$ cat src/rtl/instruction_fetch_if.sv
// Instruction-memory bus between the fetch stage (master) and the instruction memory (slave).
// The memory answers combinationally for the address presented in the same cycle.
interface instruction_fetch_if;
    logic [31:0] imemAddress;
    logic        imemRead;
    logic [31:0] imemReadData;
    logic        imemReady;

    modport master (
        output imemAddress,
        output imemRead,
        input  imemReadData,
        input  imemReady
    );

    modport slave (
        input  imemAddress,
        input  imemRead,
        output imemReadData,
        output imemReady
    );
endinterface

$ cat src/rtl/instruction_fetch.sv
// IF stage plus IF/ID pipeline register: owns the PC, issues fetches and buffers a word while decode stalls.
// Optional FETCH_PERF_COUNTER_EN adds fetchCount/stallCount performance counters.
module instruction_fetch #(
    parameter logic [31:0] RESET_VECTOR = 32'h0000_0000,
    parameter logic [31:0] PC_INCREMENT = 32'd4,
    parameter logic [31:0] NOP_WORD     = 32'h0000_0000
) (
    input  logic                        clk,
    input  logic                        reset,
    input  logic                        pcWrite,
    input  logic                        ifIdWrite,
    input  logic                        branchTaken,
    input  logic [31:0]                 branchTarget,
    instruction_fetch_if.master         imem,
    output logic [31:0]                 programCounterOut,
    output logic [31:0]                 instruction,
`ifdef FETCH_PERF_COUNTER_EN
    output logic [31:0]                 fetchCount,
    output logic [31:0]                 stallCount,
`endif
    output logic                        fetchStall
);

    typedef enum logic {FETCH, HOLD} fetchState_t;

    fetchState_t state, stateNext;
    logic [31:0] pc, pcNext;
    logic [31:0] holdBuffer, holdBufferNext;
    logic [31:0] instructionNext;
    logic [31:0] programCounterOutNext;
    logic        realLoad;
    logic [31:0] pcPlus;

    assign pcPlus           = pc + PC_INCREMENT;
    assign imem.imemAddress = pc;
    assign imem.imemRead    = ~reset;
    assign fetchStall       = (state == HOLD) || ((state == FETCH) && !imem.imemReady);

    always_ff @(posedge clk or posedge reset) begin
        if (reset) begin
            state             <= FETCH;
            pc                <= RESET_VECTOR;
            holdBuffer        <= '0;
            instruction       <= NOP_WORD;
            programCounterOut <= '0;
        end else begin
            state             <= stateNext;
            pc                <= pcNext;
            holdBuffer        <= holdBufferNext;
            instruction       <= instructionNext;
            programCounterOut <= programCounterOutNext;
        end
    end

    // A redirect overrides everything, including the stall controls and any word arriving this cycle.
    always_comb begin
        stateNext             = state;
        pcNext                = pc;
        holdBufferNext        = holdBuffer;
        instructionNext       = instruction;
        programCounterOutNext = programCounterOut;
        realLoad              = 1'b0;

        if (branchTaken) begin
            pcNext                = branchTarget;
            instructionNext       = NOP_WORD;
            programCounterOutNext = '0;
            holdBufferNext        = '0;
            stateNext             = FETCH;
        end else begin
            case (state)
                FETCH: begin
                    if (imem.imemReady) begin
                        if (ifIdWrite) begin
                            instructionNext       = imem.imemReadData;
                            programCounterOutNext = pcPlus;
                            realLoad              = 1'b1;
                            if (pcWrite) begin
                                pcNext = pcPlus;
                            end
                        end else begin
                            holdBufferNext = imem.imemReadData;
                            stateNext      = HOLD;
                        end
                    end else if (ifIdWrite) begin
                        // Bubble so decode never sees the previous word twice.
                        instructionNext       = NOP_WORD;
                        programCounterOutNext = '0;
                    end
                end
                HOLD: begin
                    if (ifIdWrite) begin
                        instructionNext       = holdBuffer;
                        programCounterOutNext = pcPlus;
                        realLoad              = 1'b1;
                        stateNext             = FETCH;
                        if (pcWrite) begin
                            pcNext = pcPlus;
                        end
                    end
                end
                default: begin
                    stateNext = FETCH;
                end
            endcase
        end
    end

`ifdef FETCH_PERF_COUNTER_EN
    always_ff @(posedge clk or posedge reset) begin
        if (reset) begin
            fetchCount <= '0;
            stallCount <= '0;
        end else begin
            if (realLoad) begin
                fetchCount <= fetchCount + 32'd1;
            end
            if (fetchStall) begin
                stallCount <= stallCount + 32'd1;
            end
        end
    end
`endif

endmodule

$ cat src/flat_wrapper.sv
// flat-port wrapper written by rule: the top's interface ports become plain ports
module instruction_fetch_flat 
#(
    parameter logic [31:0] RESET_VECTOR = 32'h0000_0000,
    parameter logic [31:0] PC_INCREMENT = 32'd4,
    parameter logic [31:0] NOP_WORD     = 32'h0000_0000
)
  (clk, reset, pcWrite, ifIdWrite, branchTaken, branchTarget, programCounterOut, instruction, fetchStall, imem_imemAddress, imem_imemRead, imem_imemReadData, imem_imemReady);
  instruction_fetch_if imem_i ();
  input  logic clk;
  input  logic reset;
  input  logic pcWrite;
  input  logic ifIdWrite;
  input  logic branchTaken;
  input  logic [31:0] branchTarget;
  output logic [31:0] programCounterOut;
  output logic [31:0] instruction;
  output logic fetchStall;
  output wire logic [$bits(imem_i.imemAddress)-1:0] imem_imemAddress;
  output wire logic [$bits(imem_i.imemRead)-1:0] imem_imemRead;
  input wire logic [$bits(imem_i.imemReadData)-1:0] imem_imemReadData;
  input wire logic [$bits(imem_i.imemReady)-1:0] imem_imemReady;
  assign imem_imemAddress = imem_i.imemAddress;
  assign imem_imemRead = imem_i.imemRead;
  assign imem_i.imemReadData = imem_imemReadData;
  assign imem_i.imemReady = imem_imemReady;
  instruction_fetch #(.RESET_VECTOR(RESET_VECTOR), .PC_INCREMENT(PC_INCREMENT), .NOP_WORD(NOP_WORD)) u_core (.clk(clk), .reset(reset), .pcWrite(pcWrite), .ifIdWrite(ifIdWrite), .branchTaken(branchTaken), .branchTarget(branchTarget), .imem(imem_i), .programCounterOut(programCounterOut), .instruction(instruction), .fetchStall(fetchStall));
endmodule
$ cat config.mk
export PLATFORM = sky130hd
export DESIGN_NAME = instruction_fetch_flat
export DESIGN_NICKNAME = d
export VERILOG_FILES = /design/src/rtl/instruction_fetch_if.sv /design/src/rtl/instruction_fetch.sv /design/src/flat_wrapper.sv
export SDC_FILE = /design/constraint.sdc
export NUM_CORES = 1
export LEC_CHECK = 0
export ABC_CLOCK_PERIOD_IN_PS = 4200
export BUFFER_PORTS_ARGS = -buffer_cell sky130_fd_sc_hd__buf_2
export CORE_ASPECT_RATIO = 2
export CORE_MARGIN = 4
export CORE_UTILIZATION = 40
export CTS_CLUSTER_SIZE = 30
export DETAILED_ROUTE_END_ITERATION = 6
export PLACE_DENSITY = 0.66
export SETUP_SLACK_MARGIN = 0.3
export SLEW_MARGIN = 0
export SYNTH_ARGS = -nofsm -noshare
export SYNTH_HDL_FRONTEND = slang
export SYNTH_SLANG_ARGS = --single-unit
$ cat constraint.sdc
create_clock -name clk -period 4.2 [get_ports clk]
set_input_delay 0.63 -clock clk [delete_from_list [all_inputs] [get_ports clk]]
set_output_delay 0.63 -clock clk [all_outputs]
set_load 0.01 [all_outputs]
==> flow_summary_export.csv <==
group,metric,value,unit
clocking,cts-resized-gates,0,
layout,fin_cells,1080,
critical_path,crit_type,"in -> reg",
critical_path,setup.worst_path.start,"ifIdWrite",
power_and_ir_drop,intPower,2.43,mW
yosys,synth_top_area_share,49.8,%
placed_design,dp.cells,1049,
route,dr.pass1.iters,4,
floorplanning,die_h,188,µm
power_and_ir_drop,powerDensity,415,mW/mm²
sta,setup_viol,0,
yosys,synth.cell_area,0.00648,mm²
layout,fillCellCount,1568,
clocking,holdBufCountCts,0,
floorplanning,die_x,98.0,µm
run_status,status,"complete, no violations",
route,route.met2.wl,10.0,mm
yosys,ys_warn_count,0,
floorplanning,pin_count,168,
placed_design,gp_congestion,0.762,
yosys,synth_area_leaders,"dfrtp_1, nand2_1, o21ai_0",
power_and_ir_drop,pwr-share-seq,42.5,%
sta,final_hold_viol_count,0,
placed_design,placed_area,0.00736,mm²
route,num_vias,5653,
yosys,syn-instance-count,730,
power_and_ir_drop,clock_power_share,45.2,%
hold_path,min_to,"u_core.imem.imemAddress[16]",
yosys,synth-edff-count,0,
sta,fmax,403,MHz
grt,grtUsageTotal,20.2,%
clocking,post_cts_buffers,0,
clocking,insertion_delay,420,ps
layout,drive_above_1_share,26.2,%
sta,tightest_slew,1150,ps
layout,final_area,0.00796,mm²
grt,antenna_found_initial,0,
sta,clock_skew,9.76,ps
critical_path,r2r_end,"u_core.imem.imemAddress[26]",
layout,nets,938,
critical_path,worstPathRequired,4500,ps
yosys,yosys.cell_types.count,48,
sta,rsz0062_at_grt,"no",
yosys,yosys.area.top_type,"dfrtp_1",
route,drc,0,
grt,grt_overflow,0,
sta,setup_ws,1720,ps
clocking,cts_root_buffer,"clkbuf_16",
hold_path,hold_path_class,"in -> reg",
job,cap_violations,0,
route,routed.top_layer,"met4",
grt,grt_start_max_net_pins,83,
clocking,htreeDepth,4,
power_and_ir_drop,switchingPower,0.868,mW
yosys,ys_ff_latch,129,
sta,whs,415,ps
power_and_ir_drop,power,3.30,mW
floorplanning,start_util,40.9,%
floorplanning,dieArea,0.0184,mm²
floorplanning,fp.coreArea,0.0159,mm²
critical_path,r2r_start,"u_core.state",
sta,setup_tns,0,ps
yosys,postSynth.asyncResetShare,100,%
critical_path,reg2reg_depth,6,
clocking,cts_tree,"yes",
sta,worst_slew_margin_rel,23.0,%
critical_path,endpoint_kind,"register",
hold_path,min_from,"branchTarget[16]",
sta,slew_violations,0,
route,wl_met1,6.93,mm
grt,grt_pass1_wl,29.8,mm
layout,syn_to_final_growth,22.7,%
route,wl,18.3,mm
route,via_per_inst,5.23,
critical_path,worstPathArrival,2780,ps
route,route.met3.wl,820,µm
layout,diodes,0,
power_and_ir_drop,switching_share,26.3,%
grt,first_global_vias,5599,
critical_path,critPathLaunchType,"input port",
layout,postLayoutCoreUtil,50.2,%
route,drtIter0Drc,187,
yosys,synth.most_common_cell,"nand2_1",
route,wl_per_cell,16.9,µm
clocking,cts_made_buffers,17,
critical_path,r2r_slack,1770,ps
yosys,synthTopCellsByCount,"nand2_1, dfrtp_1, o21ai_0",
critical_path,path_max_fanout,69,
yosys,seq_area_frac_synth,49.8,%
power_and_ir_drop,power_frac_comb,12.2,%
power_and_ir_drop,ir_drop,0.255,mV
yosys,ys.flop_type,"dfrtp_1",
yosys,syn_avg_cell_area,8.88,µm²
clocking,cts_buffer_depth,2,
yosys,syn-num-nets,801,
clocking,cts_sinks,129,
placed_design,portBuffers,167,
route,ant_nets,0,
floorplanning,num_rows,65,
sta,finalCritPeriodShare,59.1,%
power_and_ir_drop,p_leak,3.59,nW
hold_path,hold_depth,3,
clocking,path_clk_slew,60,ps
placed_design,dp_slack,1320,ps
placed_design,dpl.hpwl,12.6,mm
sta,fin_crit,2480,ps
==> final cells by class <==
| type | instances | area (µm²) | share of cell area [%] |
|---|---|---|---|
| flip-flops and latches | 129 | 3230 | 40.6 |
| multi-input cells | 538 | 2950 | 37.0 |
| repair buffers | 177 | 913 | 11.5 |
| clock buffers | 21 | 460 | 5.79 |
| well taps | 201 | 251 | 3.16 |
| clock inverters | 10 | 135 | 1.70 |
| inverters | 4 | 18.8 | 0.236 |
==> registers in the layout, indices dropped and copies added, names as in the netlist <==
register / flops
u_core.holdBuffer: 32
u_core.imem.imemAddress: 32
u_core.instruction: 32
u_core.programCounterOut: 32
u_core.state: 1
==> power by group through the flow <==
stage	clock network (mW)	registers, mW	logic [mW]
2_1_floorplan	0	1.43	0.233
3_3_place_gp	0	1.42	0.406
3_5_place_dp	0	1.43	0.411
4_1_cts	1.52	1.40	0.413
5_1_grt	1.58	1.42	0.455
6_report	1.49	1.40	0.403
==> worst max-delay path: stages <==
cell      delay (ps)
buf_2            100
buf_4            540
o211ai_1         480
nor3_1           360
nor4b_2          290
xor2_1           100
mux2_2           270
==> logic make-up (layout without fill, tap and decap cells) <==
kind of cell    after synthesis  after routing  share of synthesized area [%]
xor+xnor                     57             57                           7.70
buf+inv                      63            212                           4.82
simple gates                315            315                           22.5
compound gates              160            160                           14.1
mux                           5              5                          0.849
flops                       129            129                           49.8
fa+ha+maj                     1              1                          0.193
==> layout by cell type (no fill, tap or decap), types with 3 or more instances in the layout <==
cell        synthesis  layout
nand2_1           190     190
buf_2               8     166
dfrtp_1           129     128
o21ai_0            70      70
nor2_1             53      51
o211ai_1           33      33
a21oi_1            33      33
xnor2_1            29      29
xor2_1             28      28
clkbuf_16           0      17
nand3_1            16      16
nand4_1            13      13
o21ai_1            12      12
buf_4               5      11
nor3_1              9       9
a22oi_1             8       8
clkinvlp_4          0       5
and3_1              4       4
nand3_2             4       4
mux2_2              4       4
nor4_4              3       3
nand2b_1            3       3
nor4_1              3       3
bufinv_16           0       3
clkinv_2            0       3
==> how the worst max path moves through the flow <==
stage	to	slack (ps)
3_3_place_gp	u_core.imem.imemAddress[30]	1410
4_1_cts	fetchStall	1750
2_1_floorplan	imem_imemRead	1330
3_5_place_dp	u_core.imem.imemAddress[26]	1320
6_report	u_core.imem.imemAddress[26]	1720
5_1_grt	u_core.imem.imemAddress[26]	1590
==> layer usage <==
| metal | vias to the layer above | GRT usage, % |
|---|---|---|
| met3 | 21 | 4.21 |
| met2 | 157 | 35.8 |
| met4 | 0 | 8.21 |
| li1 | 2727 | - |
| met5 | - | 0 |
| met1 | 2748 | 23.3 |
Power figures use the tool's default switching activity.
